--- src/rtl/alu_4bit.sv ---
// rtl/alu_4bit.sv - 4-bit cascadable ALU slice (AND/OR/ADD/SUB/SLT) with lookahead group outputs
// Registered result/cout/overflow/zero; g, p and set are combinational.
module alu_4bit (
  input  logic       clk,
  input  logic       rst,
  input  logic [3:0] a_i,
  input  logic [3:0] b_i,
  input  logic       cin_i,
  input  logic       less_i,
  input  logic [2:0] op_i,
  output logic [3:0] result_o,
  output logic       cout_o,
  output logic       g_o,
  output logic       p_o,
  output logic       set_o,
  output logic       overflow_o,
  output logic       zero_o
);

  logic [3:0] bb;
  logic [3:0] gi;
  logic [3:0] pi;
  logic       c1, c2, c3, c4;
  logic [3:0] sum;
  logic       ovf_n;

  logic [3:0] result_d, result_q;
  logic       cout_q, overflow_q, zero_q;
  logic       zero_d;

  assign bb = op_i[2] ? ~b_i : b_i;
  assign gi = a_i & bb;
  assign pi = a_i | bb;

  // Carries are flattened lookahead terms so the group outputs and c4 share logic.
  assign c1 = gi[0] | (pi[0] & cin_i);
  assign c2 = gi[1] | (pi[1] & gi[0]) | (pi[1] & pi[0] & cin_i);
  assign c3 = gi[2] | (pi[2] & gi[1]) | (pi[2] & pi[1] & gi[0])
            | (pi[2] & pi[1] & pi[0] & cin_i);

  assign g_o = gi[3] | (pi[3] & gi[2]) | (pi[3] & pi[2] & gi[1])
             | (pi[3] & pi[2] & pi[1] & gi[0]);
  assign p_o = &pi;
  assign c4  = g_o | (p_o & cin_i);

  assign sum   = a_i ^ bb ^ {c3, c2, c1, cin_i};
  assign ovf_n = c3 ^ c4;
  // set is independent of less_i so an external set->less loop stays acyclic.
  assign set_o = sum[3] ^ ovf_n;

  always_comb begin
    result_d = 4'b0000;
    unique case (op_i[1:0])
      2'b00:   result_d = a_i & bb;
      2'b01:   result_d = a_i | bb;
      2'b10:   result_d = sum;
      2'b11:   result_d = {3'b000, less_i};
      default: result_d = 4'b0000;
    endcase
  end

  assign zero_d = (result_d == 4'b0000);

  always_ff @(posedge clk) begin
    if (rst) begin
      result_q   <= 4'b0000;
      cout_q     <= 1'b0;
      overflow_q <= 1'b0;
      zero_q     <= 1'b1;
    end else begin
      result_q   <= result_d;
      cout_q     <= c4;
      overflow_q <= ovf_n;
      zero_q     <= zero_d;
    end
  end

  assign result_o   = result_q;
  assign cout_o     = cout_q;
  assign overflow_o = overflow_q;
  assign zero_o     = zero_q;

endmodule

--- config.mk ---
export PLATFORM = sky130hd
export DESIGN_NAME = alu_4bit
export DESIGN_NICKNAME = d
export VERILOG_FILES = /design/src/rtl/alu_4bit.sv
export SDC_FILE = /design/constraint.sdc
export NUM_CORES = 1
export LEC_CHECK = 0
export CORE_UTILIZATION = 46
export CTS_CLUSTER_DIAMETER = 150
export DETAILED_ROUTE_END_ITERATION = 10
export GPL_TIMING_DRIVEN = 0
export PLACE_DENSITY = 0.81
export SYNTH_ARGS = -nofsm -noshare
export SYNTH_HDL_FRONTEND = slang
export SYNTH_SLANG_ARGS = --single-unit
--- constraint.sdc ---
create_clock -name clk -period 5.1 [get_ports clk]
set_input_delay 1.02 -clock clk [delete_from_list [all_inputs] [get_ports clk]]
set_output_delay 1.02 -clock clk [all_outputs]
set_load 0.03 [all_outputs]
==> metrics.md <==
| Metric | Value |
|---|---|
| Run status | `completed` |
| Share of synthesized flip-flops with an asynchronous set or reset | `0` |
| Crit Path Max Fanout | `4` |
| Overall Power | `0.225 mW` |
| Worst Path Arrival | `3.66 ns` |
| Initial antenna violation count | `0` |
| Maximum number of pins on one net before global-route repair | `10` |
| Number of buffers created by CTS | `3` |
| Number of pins with negative max-slew slack in the final report | `0` |
| Floorplan row count | `13` |
| Number of setup buffers added after CTS | `0` |
| Unrepaired setup endpoints after global routing | `false` |
| Clock tree buffer depth | `2` |
| Vias per cell | `5.05` |
| Post-Route Utilization | `0.714` |
| Die area | `0.00160 sq mm` |
| Number of global-route vias before repair | `475` |
| Layout cells sized above 1 | `0.127` |
| CP peak stage delay | `0.68 ns` |
| Leading register cell type out of synthesis | `dfxtp_1` |
| Kind of critical path | `in2out` |
| Drt initial violations | `11` |
| Unique cell type count in the Yosys netlist | `32` |
| Hold Vio Cnt, Final | `0` |
| Total Neg Setup Slack | `0 ns` |
| Post-placement setup slack | `0.378 ns` |
| Period utilization | `0.918` |
| Vias after detailed routing | `591` |
| Starting density of the core | `0.505` |
| Crit path top cell by count | `clkdlybuf4s50_1` |
| Family of cells with the greatest summed delay on the critical path | `buffers and inverters` |
| EDFF count, synth | `0` |
| Ant diodes | `0` |
| Count of hold buffers inserted by post-cts repair | `0` |
| Post-synth design cell area | `666 sq um` |
| Total wire length after detailed routing | `1160 microns` |
| Clock root buffer | `clkbuf_4` |
| Areal power density over the cells | `239 mW/mm^2` |
| Min Tclk post-route | `4.68 ns` |
| Global-route wire length before repair | `1770 microns` |
| Num ports | `25` |
| Tightest Pin Transition | `0.336 ns` |
| Post-DR wirelength/cell | `9.89 microns` |
| Number of synthesis warnings | `0` |
| Number of H-tree branching levels | `1` |
| Critical-path cell with the highest stage delay | `clkdlybuf4s50_1` |
| Clk sink count | `7` |
| Placed wire-length estimate | `1030 microns` |
| Routability congestion estimate | `0.752` |
| Post-CTS clock slew at the launch and capture registers of the worst setup and hold paths | `0.05 ns` |
| Remaining DRCs | `0` |
| Register area share after synthesis | `0.211` |
| Chip width | `40.0 microns` |
| Endpoints failing setup | `0` |
| CTS tree | `yes` |
| Most frequent cells in the layout | `clkdlybuf4s50_1 (23), inv_1 (11), ha_1 (9)` |
| Max-slew headroom at the worst pin | `0.776` |
| Crit path required time | `4.08 ns` |
| Area growth from synthesis to layout | `41.4%` |
| Final net count | `128` |
| Worst setup margin | `0.420 ns` |
| Max-cap check violation count | `0` |
| Type of origin of the critical path | `input pin` |
| Count of buffers inserted at the top-level ports | `23` |
| Critical path capture point type | `output pin` |
| First-pass iteration count of the detailed router | `4` |
| Mapped Nets | `100` |
| HP Class | `in2reg` |
| F_max | `214 MHz` |
| Synthesized area per cell | `8.88 sq um` |
| Die H | `40.0 microns` |
| Reported leakage power | `0.438 nW` |
| Post_cts resized | `0` |
| Global route total overflow | `0` |
| Overall Global Routing Usage | `0.163` |
| Cell Chain, Critical Path | `clkdlybuf4s50_1, xor2_1, inv_1, ha_1, nor3_1, a211oi_2, o21ba_2, xnor2_1, clkdlybuf4s50_1` |
| Count of buffering cells on the critical path with inverters included | `3` |
| Peak VDD IR | `0.115 mV` |
| Most frequent standard cell in the layout excluding fill and tap cells | `clkdlybuf4s50_1` |
| Flip-flop and latch count after synthesis | `7` |
| Final antenna-violating net count | `0` |
| Floorplan core area | `0.00132 sq mm` |
| Cell count after synthesis | `75` |
worst paths after layout:
path	cells past startpoint	slack, ns	start	to
max	9	0.42	op_i[2]	set_o
min	2	1.20	rst	result_o[1]$_SDFF_PP0_
routing by layer:
metal	vias up	share of wire	GRT usage
li1	308	-	-
met1	257	0.41	0.196
met2	24	0.54	0.274
met3	2	0.041	0
met4	0	0.0069	0.129
met5	-	0	0
layout make-up:
type / instances / area, sq um
multi-input cells: 54 / 467
fillers: 105 / 377
repair buffers: 23 / 230
flip-flops and latches: 7 / 140
inverters: 13 / 48.8
clock buffers: 4 / 26.3
well taps: 15 / 18.8
plain buffers: 1 / 10.0
flip-flops by register name, summed over array words and instances (netlist names):
register and flops:
result_o 4, overflow_o 1, cout_o 1, zero_o 1
per-stage QoR:
| stage | cell area [sq um] | hold slack (ns) | instances |
|---|---|---|---|
| finish | 941 | 1.20 | 117 |
| global placement | 915 | 1.46 | 113 |
| detailed placement | 915 | 1.46 | 113 |
| global route | 941 | 1.22 | 117 |
| floorplan | 666 | 1.21 | 75 |
| CTS | 941 | 1.20 | 117 |
cells in the mapped netlist, types with 2 or more instances:
| cell | n | area (sq um) |
|---|---|---|
| a211oi_2 | 2 | 25.0 |
| nand2_1 | 3 | 11.3 |
| xnor2_1 | 2 | 17.5 |
| a21oi_1 | 4 | 20.0 |
| inv_1 | 11 | 41.3 |
| or3_1 | 2 | 12.5 |
| nor2_1 | 5 | 18.8 |
| xor2_1 | 4 | 35.0 |
| ha_1 | 9 | 113 |
| nor3_1 | 2 | 10.0 |
| nand2b_1 | 2 | 12.5 |
| dfxtp_1 | 7 | 140 |
| inv_2 | 2 | 7.51 |
| mux2i_1 | 2 | 20.0 |
power by group:
group,internal (mW),switching (mW),leakage (nW)
logic,0.0561,0.0593,0.365
clock network,0.0297,0.0176,0.0150
registers,0.0608,0.00132,0.0581
total,0.147,0.0782,0.438
cell families after synthesis:
group           synth area share
simple gates               0.167
compound gates             0.167
buf+inv                   0.0884
fa+ha+maj                  0.199
xor+xnor                   0.103
flops                      0.211
mux                       0.0639
Power figures use the tool's default switching activity.
